**src/rtl/triangle_raster.sv**
```systemverilog
// Rasterization sequencer: latches one triangle, clips its bounding box to VRAM,
// and walks the box in raster order, forwarding inside pixels to the framebuffer writer.
module triangle_raster #(
  parameter int XMAX = 1023,
  parameter int YMAX = 511
) (
  input  logic        clk,
  input  logic        rst,
  input  logic        tri_valid,
  output logic        tri_ready,
  input  logic [15:0] tri_x0,
  input  logic [15:0] tri_y0,
  input  logic [15:0] tri_x1,
  input  logic [15:0] tri_y1,
  input  logic [15:0] tri_x2,
  input  logic [15:0] tri_y2,
  input  logic [1:0]  tri_side0,
  input  logic [1:0]  tri_side1,
  input  logic [1:0]  tri_side2,
  output logic [15:0] fill_x0,
  output logic [15:0] fill_y0,
  output logic [15:0] fill_x1,
  output logic [15:0] fill_y1,
  output logic [15:0] fill_x2,
  output logic [15:0] fill_y2,
  output logic [1:0]  fill_side0,
  output logic [1:0]  fill_side1,
  output logic [1:0]  fill_side2,
  output logic [15:0] fill_x,
  output logic [15:0] fill_y,
  input  logic        fill_in,
  output logic        pix_valid,
  input  logic        pix_ready,
  output logic [15:0] pix_x,
  output logic [15:0] pix_y,
  output logic        busy,
  output logic        done
);

  typedef enum logic [1:0] {IDLE, SETUP, SCAN, DONE} state_t;

  localparam logic [15:0] XLIM = 16'(XMAX);
  localparam logic [15:0] YLIM = 16'(YMAX);

  state_t      state_q;
  logic [15:0] x0_q, y0_q, x1_q, y1_q, x2_q, y2_q;
  logic [1:0]  side0_q, side1_q, side2_q;
  logic [15:0] cur_x_q, cur_y_q;
  logic [15:0] min_x_q, max_x_q, min_y_q, max_y_q;

  logic [15:0] min_x_d, max_x_d, min_y_d, max_y_d;
  logic        empty_d;
  logic        last_x, last_y, advance;

  function automatic logic [15:0] min3(input logic [15:0] a, input logic [15:0] b,
                                       input logic [15:0] c);
    logic [15:0] m;
    m = (a < b) ? a : b;
    return (c < m) ? c : m;
  endfunction

  function automatic logic [15:0] max3(input logic [15:0] a, input logic [15:0] b,
                                       input logic [15:0] c);
    logic [15:0] m;
    m = (a > b) ? a : b;
    return (c > m) ? c : m;
  endfunction

  function automatic logic [15:0] clip(input logic [15:0] v, input logic [15:0] lim);
    return (v > lim) ? lim : v;
  endfunction

  always_comb begin
    min_x_d = min3(x0_q, x1_q, x2_q);
    min_y_d = min3(y0_q, y1_q, y2_q);
    max_x_d = clip(max3(x0_q, x1_q, x2_q), XLIM);
    max_y_d = clip(max3(y0_q, y1_q, y2_q), YLIM);
    // A box lying wholly beyond the clip edge ends up with min > max.
    empty_d = (min_x_d > max_x_d) || (min_y_d > max_y_d);
  end

  assign last_x  = (cur_x_q == max_x_q);
  assign last_y  = (cur_y_q == max_y_q);
  assign advance = !fill_in || pix_ready;

  always_ff @(posedge clk) begin
    if (rst) begin
      state_q <= IDLE;
      x0_q    <= '0;
      y0_q    <= '0;
      x1_q    <= '0;
      y1_q    <= '0;
      x2_q    <= '0;
      y2_q    <= '0;
      side0_q <= '0;
      side1_q <= '0;
      side2_q <= '0;
      cur_x_q <= '0;
      cur_y_q <= '0;
      min_x_q <= '0;
      max_x_q <= '0;
      min_y_q <= '0;
      max_y_q <= '0;
    end else begin
      case (state_q)
        IDLE: begin
          if (tri_valid) begin
            x0_q    <= tri_x0;
            y0_q    <= tri_y0;
            x1_q    <= tri_x1;
            y1_q    <= tri_y1;
            x2_q    <= tri_x2;
            y2_q    <= tri_y2;
            side0_q <= tri_side0;
            side1_q <= tri_side1;
            side2_q <= tri_side2;
            state_q <= SETUP;
          end
        end
        SETUP: begin
          min_x_q <= min_x_d;
          max_x_q <= max_x_d;
          min_y_q <= min_y_d;
          max_y_q <= max_y_d;
          cur_x_q <= min_x_d;
          cur_y_q <= min_y_d;
          state_q <= empty_d ? DONE : SCAN;
        end
        SCAN: begin
          // An inside pixel refused by the writer freezes the walk.
          if (advance) begin
            if (!last_x) begin
              cur_x_q <= cur_x_q + 16'd1;
            end else if (!last_y) begin
              cur_x_q <= min_x_q;
              cur_y_q <= cur_y_q + 16'd1;
            end else begin
              state_q <= DONE;
            end
          end
        end
        DONE:    state_q <= IDLE;
        default: state_q <= IDLE;
      endcase
    end
  end

  // Handshake outputs are forced low for as long as reset is held.
  assign tri_ready = !rst && (state_q == IDLE);
  assign busy      = !rst && (state_q != IDLE);
  assign done      = !rst && (state_q == DONE);
  assign pix_valid = !rst && (state_q == SCAN) && fill_in;

  assign fill_x0    = x0_q;
  assign fill_y0    = y0_q;
  assign fill_x1    = x1_q;
  assign fill_y1    = y1_q;
  assign fill_x2    = x2_q;
  assign fill_y2    = y2_q;
  assign fill_side0 = side0_q;
  assign fill_side1 = side1_q;
  assign fill_side2 = side2_q;
  assign fill_x     = cur_x_q;
  assign fill_y     = cur_y_q;
  assign pix_x      = cur_x_q;
  assign pix_y      = cur_y_q;

endmodule
```
**config.mk**
```make
export PLATFORM = sky130hd
export DESIGN_NAME = triangle_raster
export DESIGN_NICKNAME = d
export VERILOG_FILES = /design/src/rtl/triangle_raster.sv
export SDC_FILE = /design/constraint.sdc
export NUM_CORES = 1
export LEC_CHECK = 0
export BUFFER_PORTS_ARGS = -buffer_cell sky130_fd_sc_hd__buf_2
export CORE_MARGIN = 2
export CORE_UTILIZATION = 56
export DETAILED_ROUTE_END_ITERATION = 6
export GPL_ROUTABILITY_DRIVEN = 1
export GPL_TIMING_DRIVEN = 1
export PLACE_DENSITY = 0.93
export SKIP_CTS_REPAIR_TIMING = 1
export SLEW_MARGIN = 15
export SYNTH_ARGS = -nofsm -noshare
export SYNTH_HDL_FRONTEND = slang
export SYNTH_SLANG_ARGS = --single-unit
```
**constraint.sdc**
```tcl
create_clock -name clk -period 6.7 [get_ports clk]
set_input_delay 1.005 -clock clk [delete_from_list [all_inputs] [get_ports clk]]
set_output_delay 1.005 -clock clk [all_outputs]
set_load 0.05 [all_outputs]
```
==> run_summary.xml, run 1 <==
<?xml version="1.0" encoding="UTF-8"?>
<metrics>
  <group name="timing">
    <metric name="setup_ws" unit="ns">0.208</metric>
    <metric name="hold_viol" unit="">0</metric>
    <metric name="worst-slew-pin-transition" unit="ns">1.06</metric>
    <metric name="max_freq" unit="MHz">154</metric>
    <metric name="setup_viol" unit="">0</metric>
    <metric name="post_route_clock_period_utilization" unit="">0.969</metric>
    <metric name="finalWorstPathRequiredPeriod" unit="ns">6.49</metric>
    <metric name="drv_slew" unit="">0</metric>
    <metric name="timing.slew.headroom" unit="">0.293</metric>
    <metric name="accumulated_negative_setup_slack" unit="ns">0</metric>
    <metric name="skew" unit="ns">0.0138</metric>
  </group>
  <group name="grt">
    <metric name="grt_pass1_vias" unit="">11800</metric>
    <metric name="grt-ovfl-total" unit="">0</metric>
    <metric name="grt_start_max_net_pins" unit="">103</metric>
    <metric name="antenna_found_initial" unit="">2</metric>
    <metric name="grt_first_pass_wirelength" unit="um">61600</metric>
    <metric name="globalRouteTotalUtil" unit="">0.321</metric>
  </group>
  <group name="finish">
    <metric name="drive_above_1_share" unit="">0.206</metric>
    <metric name="design.final.nets" unit="">2005</metric>
    <metric name="area_growth_synth_to_finish" unit="%">15.7</metric>
    <metric name="most_frequent_cells_in_the_layout" unit="">275 x sky130_fd_sc_hd__buf_2, 242 x sky130_fd_sc_hd__nand2_1, 184 x sky130_fd_sc_hd__dfxtp_1</metric>
    <metric name="final_common_cell" unit="">sky130_fd_sc_hd__buf_2</metric>
    <metric name="post-route-cell-area" unit="mm2">0.0144</metric>
  </group>
  <group name="yosys">
    <metric name="seq_cells_post_synth" unit="">184</metric>
    <metric name="syn-cell-area" unit="mm2">0.0124</metric>
    <metric name="yosys.cell_types.count" unit="">65</metric>
    <metric name="async_reset_ff_frac" unit="">0</metric>
    <metric name="synthesis.area_per_instance" unit="um2">7.99</metric>
    <metric name="synth_flop_cell" unit="">sky130_fd_sc_hd__dfxtp_1</metric>
    <metric name="ys_warn_count" unit="">0</metric>
    <metric name="synth_seq_area_share" unit="">0.297</metric>
    <metric name="synth_cells" unit="">1555</metric>
    <metric name="edff_count_synth" unit="">0</metric>
  </group>
  <group name="run">
    <metric name="cap_viol_max_count" unit="">0</metric>
  </group>
  <group name="worst_setup_path">
    <metric name="crit_slowest_cell" unit="">sky130_fd_sc_hd__or4b_2</metric>
    <metric name="slowest_delay" unit="ns">0.62</metric>
    <metric name="critical_path_class" unit="">flip-flop to flip-flop</metric>
    <metric name="crit_path_max_fanout" unit="">10</metric>
    <metric name="crit_required" unit="ns">6.99</metric>
    <metric name="reg2reg_slack" unit="ns">0.21</metric>
    <metric name="regToRegEndpoint" unit="">state_q[0]</metric>
    <metric name="crit_top_cell" unit="">sky130_fd_sc_hd__ha_1</metric>
    <metric name="cp.arrival" unit="ns">6.79</metric>
    <metric name="worstSetupStartpointType" unit="">flip-flop</metric>
    <metric name="rr_worst_depth" unit="">27</metric>
    <metric name="critPathCaptureType" unit="">flip-flop</metric>
    <metric name="worst_r2r_startpoint" unit="">fill_x1[10]</metric>
  </group>
  <group name="placement">
    <metric name="hpwl" unit="um">28400</metric>
    <metric name="io_buffer_count" unit="">276</metric>
    <metric name="pre_cts_ws" unit="ns">0.397</metric>
    <metric name="gp_congestion" unit="">0.967</metric>
    <metric name="placed_cell_area" unit="mm2">0.0138</metric>
  </group>
  <group name="status">
    <metric name="status" unit="">finished, final reports clean</metric>
  </group>
  <group name="pwr">
    <metric name="power_density" unit="mW/mm2">536</metric>
    <metric name="power.static_leakage" unit="nW">6.87</metric>
    <metric name="max-vdd-ir-drop" unit="mV">0.335</metric>
  </group>
  <group name="route">
    <metric name="drt-vias-per-instance" unit="">6.01</metric>
    <metric name="postRouteWirelength" unit="um">38300</metric>
    <metric name="ant_nets" unit="">0</metric>
    <metric name="detail_route.iter0.violations" unit="">1290</metric>
    <metric name="drtPass1Iterations" unit="">6</metric>
    <metric name="dr_total_vias" unit="">12400</metric>
    <metric name="drt_drc" unit="">0</metric>
    <metric name="routed_wire_length_per_instance" unit="um">18.6</metric>
  </group>
  <group name="hold_path">
    <metric name="path_type_of_the_worst_min_delay_path" unit="">flip-flop to flip-flop</metric>
    <metric name="hold-path-endpoint" unit="">fill_side0[0]</metric>
    <metric name="holdCritStartpoint" unit="">fill_side0[0]</metric>
    <metric name="holdPathStages" unit="">2</metric>
  </group>
  <group name="floorplanning">
    <metric name="ioPinCount" unit="">277</metric>
    <metric name="die-height" unit="um">153</metric>
    <metric name="rows" unit="">54</metric>
    <metric name="floorplan.initialDensity" unit="">0.569</metric>
    <metric name="die_area" unit="mm2">0.0234</metric>
    <metric name="core_region_area" unit="mm2">0.0218</metric>
    <metric name="die_w" unit="um">153</metric>
  </group>
  <group name="clock_network">
    <metric name="cts_inserted_buffers" unit="">17</metric>
    <metric name="cts_buffer_depth" unit="">2</metric>
    <metric name="clkSinkCount" unit="">184</metric>
    <metric name="clockRootBuffer" unit="">sky130_fd_sc_hd__clkbuf_16</metric>
    <metric name="worst_skew_pair.late_latency" unit="ns">0.44</metric>
    <metric name="cts.reportedPaths.clkPinSlew" unit="ns">0.07</metric>
    <metric name="cts_tree" unit="">yes</metric>
    <metric name="ctsHtreeMaxLevel" unit="">4</metric>
  </group>
</metrics>
[final cells by class]
class,instances,area [um2]
Clock buffer,19,443
Tap cell,280,350
Sequential cell,184,3680
Inverter,94,353
Clock inverter,13,111
Timing Repair Buffer,293,1510
Fill cell,1743,7450
Antenna cell,2,5.00
Multi-Input combinational cell,1176,7910
[critical path, delay by kind of cell (launching register included)]
kind                       cells  cell delay (ns)
DFF                            1             0.39
muxes                          1             0.41
AOI/OAI and AO/OA             13             2.32
and+or+nand+nor                6             1.62
adders and majority gates      3             0.96
buffers and inverters          4             0.61
[power by group]
group	internal (mW)	switching, mW	total (mW)	leakage, nW
sequential	1.32	0.343	1.66	1.50
combinational	1.83	3.23	5.06	5.09
clock	0.498	0.489	0.987	0.277
[cells by family (layout without fill, tap and decap cells)]
family | count (synthesis) | after routing | synth area share
compound gates | 379 | 380 | 0.194
mux | 88 | 88 | 0.0733
flops | 184 | 184 | 0.297
simple gates | 517 | 517 | 0.197
xor+xnor | 46 | 46 | 0.0324
fa+ha+maj | 132 | 132 | 0.133
buf+inv | 208 | 419 | 0.0742
other cells | 1 | 15 | 0.000302
[through the flow]
step | util | total power, mW | std cells | hold WS [ns]
final | 0.658 | 7.71 | 2061 | 0.452
after CTS | 0.657 | 7.59 | 2058 | 0.456
after global placement | 0.632 | 6.45 | 2026 | 0.440
after floorplan | - | 5.41 | 1567 | 0.450
after global routing | 0.658 | 8.21 | 2060 | 0.483
after detailed placement | 0.632 | 6.56 | 2026 | 0.446
[per-layer routing]
metal / vias up / GRT usage / part of all wire
li1: 5846 / - / -
met1: 5793 / 0.438 / 0.43
met2: 647 / 0.519 / 0.45
met3: 93 / 0.0522 / 0.086
met4: 0 / 0.111 / 0.028
met5: - / 0 / 0
[state kept, by name (all words and copies together) (netlist names)]
register / cells
fill_x0: 16
fill_x1: 16
fill_x2: 16
fill_x: 16
fill_y0: 16
fill_y1: 16
fill_y2: 16
fill_y: 16
max_x_q: 16
max_y_q: 16
min_x_q: 16
fill_side0: 2
fill_side1: 2
fill_side2: 2
state_q: 2
[Yosys cell counts (34+ instances only)]
library cell	count	area share
sky130_fd_sc_hd__nand2_1	243	0.073
sky130_fd_sc_hd__dfxtp_1	184	0.30
sky130_fd_sc_hd__a21oi_1	183	0.074
sky130_fd_sc_hd__ha_1	132	0.13
sky130_fd_sc_hd__inv_1	94	0.028
sky130_fd_sc_hd__nor2_1	81	0.024
sky130_fd_sc_hd__clkbuf_1	71	0.021
sky130_fd_sc_hd__mux2i_1	64	0.052
sky130_fd_sc_hd__nand2b_1	43	0.022
sky130_fd_sc_hd__nand4_1	41	0.021
sky130_fd_sc_hd__o211ai_1	35	0.021
sky130_fd_sc_hd__buf_4	34	0.021
[worst max-delay path by stage]
stage                 end  slack (ns)  cells past startpoint         from
6_report       state_q[0]        0.21                     27  fill_x1[10]
5_1_grt        state_q[0]      -0.008                     27  fill_x1[14]
4_1_cts        state_q[0]        0.32                     27  fill_x1[10]
3_5_place_dp   state_q[0]        0.40                     27  fill_x1[10]
3_3_place_gp   state_q[0]        0.58                     27  fill_x1[14]
2_1_floorplan  state_q[0]        0.66                     27  fill_y1[14]
Note: power is estimated with default switching activity, not from simulation.
==> inputs of run 2 (changes only) <==
- ABC_AREA: default -> 1
==> run 2 against run 1 <==
Compared with the run above: flip-flop and latch count did not move; routed wire length down 3.1%; core utilization shrank 0.55 points; synthesized cell count rose by 16%; clock skew shrank 0.00069 ns; count of clock-buffer cells in the layout is 1 lower; critical path type unchanged; critical endpoint unchanged; highest routed layer unchanged.
==> run_summary.xml, run 2 <==
<?xml version="1.0" encoding="UTF-8"?>
<metrics>
  <group name="placement">
    <metric name="gp_congestion" unit="">0.935</metric>
    <metric name="hpwl" unit="um">28600</metric>
    <metric name="io_buffer_count" unit="">276</metric>
  </group>
  <group name="worst_setup_path">
    <metric name="cp.arrival" unit="ns">6.20</metric>
    <metric name="worst_r2r_startpoint" unit="">fill_x1[15]</metric>
    <metric name="crit_path_max_fanout" unit="">32</metric>
    <metric name="worstSetupStartpointType" unit="">flip-flop</metric>
    <metric name="reg2reg_slack" unit="ns">0.80</metric>
    <metric name="crit_slowest_cell" unit="">sky130_fd_sc_hd__o21ai_0</metric>
    <metric name="rr_worst_depth" unit="">31</metric>
    <metric name="crit_top_cell" unit="">sky130_fd_sc_hd__nand2_1</metric>
    <metric name="slowest_delay" unit="ns">0.49</metric>
    <metric name="regToRegEndpoint" unit="">state_q[0]</metric>
    <metric name="critPathCaptureType" unit="">flip-flop</metric>
    <metric name="critical_path_class" unit="">flip-flop to flip-flop</metric>
    <metric name="crit_required" unit="ns">6.99</metric>
  </group>
  <group name="clock_network">
    <metric name="ctsHtreeMaxLevel" unit="">4</metric>
    <metric name="cts.reportedPaths.clkPinSlew" unit="ns">0.07</metric>
    <metric name="worst_skew_pair.late_latency" unit="ns">0.44</metric>
    <metric name="clkSinkCount" unit="">184</metric>
    <metric name="cts_tree" unit="">yes</metric>
    <metric name="cts_buffer_depth" unit="">2</metric>
    <metric name="cts_inserted_buffers" unit="">17</metric>
    <metric name="clockRootBuffer" unit="">sky130_fd_sc_hd__clkbuf_16</metric>
  </group>
  <group name="yosys">
    <metric name="ys_warn_count" unit="">0</metric>
    <metric name="synthesis.area_per_instance" unit="um2">6.88</metric>
    <metric name="synth_cells" unit="">1802</metric>
    <metric name="commonest_cells_in_the_synthesized_netlist" unit="">363 x sky130_fd_sc_hd__nand2_1, 213 x sky130_fd_sc_hd__o21ai_0, 184 x sky130_fd_sc_hd__dfxtp_1, 169 x sky130_fd_sc_hd__a21oi_1</metric>
    <metric name="synthDominantAreaCellType" unit="">sky130_fd_sc_hd__dfxtp_1</metric>
    <metric name="seq_cells_post_synth" unit="">184</metric>
    <metric name="yosys-top-cells-area" unit="">sky130_fd_sc_hd__dfxtp_1 30%, sky130_fd_sc_hd__ha_1 13%, sky130_fd_sc_hd__nand2_1 11%, sky130_fd_sc_hd__o21ai_0 8.6%, sky130_fd_sc_hd__a21oi_1 6.8%</metric>
    <metric name="async_reset_ff_frac" unit="">0</metric>
    <metric name="synth_flop_cell" unit="">sky130_fd_sc_hd__dfxtp_1</metric>
    <metric name="syn-cell-area" unit="mm2">0.0124</metric>
    <metric name="yosys.cell_count.top_type" unit="">sky130_fd_sc_hd__nand2_1</metric>
    <metric name="yosys.cell_types.count" unit="">47</metric>
    <metric name="synth_top_area_frac" unit="">0.297</metric>
    <metric name="synth_seq_area_share" unit="">0.297</metric>
    <metric name="edff_count_synth" unit="">0</metric>
  </group>
  <group name="grt">
    <metric name="grt.met1_usage" unit="">0.424</metric>
    <metric name="groute.layer.met3.usage" unit="">0.0464</metric>
    <metric name="grt-ovfl-total" unit="">0</metric>
    <metric name="global_route.peak_usage_layer" unit="">met2</metric>
    <metric name="met2_usage" unit="">0.495</metric>
    <metric name="antenna_found_initial" unit="">1</metric>
    <metric name="grt_start_max_net_pins" unit="">91</metric>
    <metric name="globalRouteTotalUtil" unit="">0.307</metric>
    <metric name="grt_first_pass_wirelength" unit="um">59500</metric>
    <metric name="grt_pass1_vias" unit="">11800</metric>
  </group>
  <group name="timing">
    <metric name="worst-slew-pin-transition" unit="ns">1.17</metric>
    <metric name="setup_viol" unit="">0</metric>
    <metric name="rsz0062_at_grt" unit="">false</metric>
    <metric name="drv_slew" unit="">0</metric>
    <metric name="finalWorstPathRequiredPeriod" unit="ns">5.90</metric>
    <metric name="timing.slew.headroom" unit="">0.218</metric>
    <metric name="hold_viol" unit="">0</metric>
    <metric name="accumulated_negative_setup_slack" unit="ns">0</metric>
    <metric name="max_freq" unit="MHz">169</metric>
    <metric name="post_route_clock_period_utilization" unit="">0.881</metric>
    <metric name="skew" unit="ns">0.0131</metric>
  </group>
  <group name="hold_path">
    <metric name="path_type_of_the_worst_min_delay_path" unit="">flip-flop to flip-flop</metric>
    <metric name="hold-path-endpoint" unit="">max_x_q[15]</metric>
    <metric name="holdPathStages" unit="">2</metric>
    <metric name="holdCritStartpoint" unit="">max_x_q[15]</metric>
  </group>
  <group name="finish">
    <metric name="area_growth_synth_to_finish" unit="%">14.6</metric>
    <metric name="most_frequent_cells_in_the_layout" unit="">361 x sky130_fd_sc_hd__nand2_1, 276 x sky130_fd_sc_hd__buf_2, 213 x sky130_fd_sc_hd__o21ai_0</metric>
    <metric name="drive_above_1_share" unit="">0.194</metric>
    <metric name="filler_cell_count" unit="">1911</metric>
    <metric name="final_common_cell" unit="">sky130_fd_sc_hd__nand2_1</metric>
    <metric name="design.final.nets" unit="">2241</metric>
  </group>
  <group name="route">
    <metric name="routed_wire_length_per_instance" unit="um">16.2</metric>
    <metric name="detail_route.iter0.violations" unit="">1139</metric>
    <metric name="drt_drc" unit="">0</metric>
    <metric name="drtPass1Iterations" unit="">6</metric>
    <metric name="dr_total_vias" unit="">13000</metric>
    <metric name="drt-vias-per-instance" unit="">5.64</metric>
    <metric name="postRouteWirelength" unit="um">37100</metric>
    <metric name="ant_nets" unit="">0</metric>
  </group>
  <group name="run">
    <metric name="cap_viol_max_count" unit="">0</metric>
  </group>
  <group name="floorplanning">
    <metric name="die-height" unit="um">153</metric>
    <metric name="ioPinCount" unit="">277</metric>
    <metric name="die_w" unit="um">153</metric>
    <metric name="die_area" unit="mm2">0.0233</metric>
    <metric name="rows" unit="">54</metric>
    <metric name="core_region_area" unit="mm2">0.0218</metric>
    <metric name="floorplan.initialDensity" unit="">0.570</metric>
  </group>
  <group name="status">
    <metric name="status" unit="">finished, final reports clean</metric>
  </group>
</metrics>
run 2: cell types whose count changed in the layout (fill, tap and decap cells not counted), sizes merged, moves of 22 or more:
cell | before | now
and2 | 29 | 2
mux2i | 64 | 0
nand4 | 41 | 19
o211ai | 36 | 0
nor2 | 81 | 163
nand3 | 13 | 76
nand2 | 243 | 389
mux2 | 24 | 0
o21ai | 31 | 254
nand2b | 43 | 0
inv | 102 | 191
run 2: metrics by stage:
stage	std cells	worst slack (ns)	hold slack, ns	area (um2)	util
2_1_floorplan	1814	1.81	0.423	12400	-
3_3_place_gp	2263	0.977	0.438	13600	0.626
3_5_place_dp	2263	0.768	0.442	13600	0.626
4_1_cts	2294	0.705	0.455	14200	0.653
5_1_grt	2294	0.240	0.482	14200	0.653
6_report	2296	0.796	0.457	14200	0.653
run 2: layout make-up:
cell class / instances / area [um2] / share of cell area
Antenna cell: 2 / 5.00 / 0.000352
Clock buffer: 18 / 439 / 0.0309
Clock inverter: 13 / 131 / 0.00925
Inverter: 186 / 698 / 0.0492
Multi-Input combinational cell: 1333 / 7480 / 0.527
Sequential cell: 184 / 3680 / 0.259
Tap cell: 280 / 350 / 0.0247
Timing Repair Buffer: 280 / 1410 / 0.0994
run 2: logic make-up (layout without fill, tap and decap cells):
logic type	count (synthesis)	in the layout	share of synthesized area
and+or+nand+nor	678	678	0.233
AOI/OAI and AO/OA	467	467	0.202
buffers and inverters	297	497	0.104
DFF	184	184	0.297
adders and majority gates	132	132	0.133
xor gates and xnor gates	43	43	0.0304
other	1	15	0.000302
run 2: worst max path at each step:
stage / startpoint / cells past startpoint / slack, ns / endpoint
after detailed placement: fill_x1[15] / 31 / 0.77 / state_q[0]
after global routing: fill_x1[15] / 31 / 0.24 / state_q[0]
after CTS: fill_x1[15] / 31 / 0.71 / state_q[0]
final: fill_x1[15] / 31 / 0.80 / state_q[0]
after global placement: fill_x1[15] / 31 / 0.98 / state_q[0]
after floorplan: fill_y1[15] / 36 / 1.81 / state_q[0]
run 2: worst max-delay path: cells and delay by family, from the launching register on:
kind	cells	cell delay, ns
flops	1	0.37
fa+ha+maj	3	0.87
simple gates	15	2.46
buf+inv	2	0.17
compound gates	11	1.89
run 2: routing by layer:
metal  routed length, um  up-vias  share of wire
li1                    -     6351              -
met1               16400     5902           0.44
met2               16600      625           0.45
met3                3070       72          0.083
met4                1030        0          0.028
met5                   0        -              0
Power of run 2 is left out: the tool's default activity adds up to more than one toggle a clock period on the data nets, which glitch-free logic cannot reach.
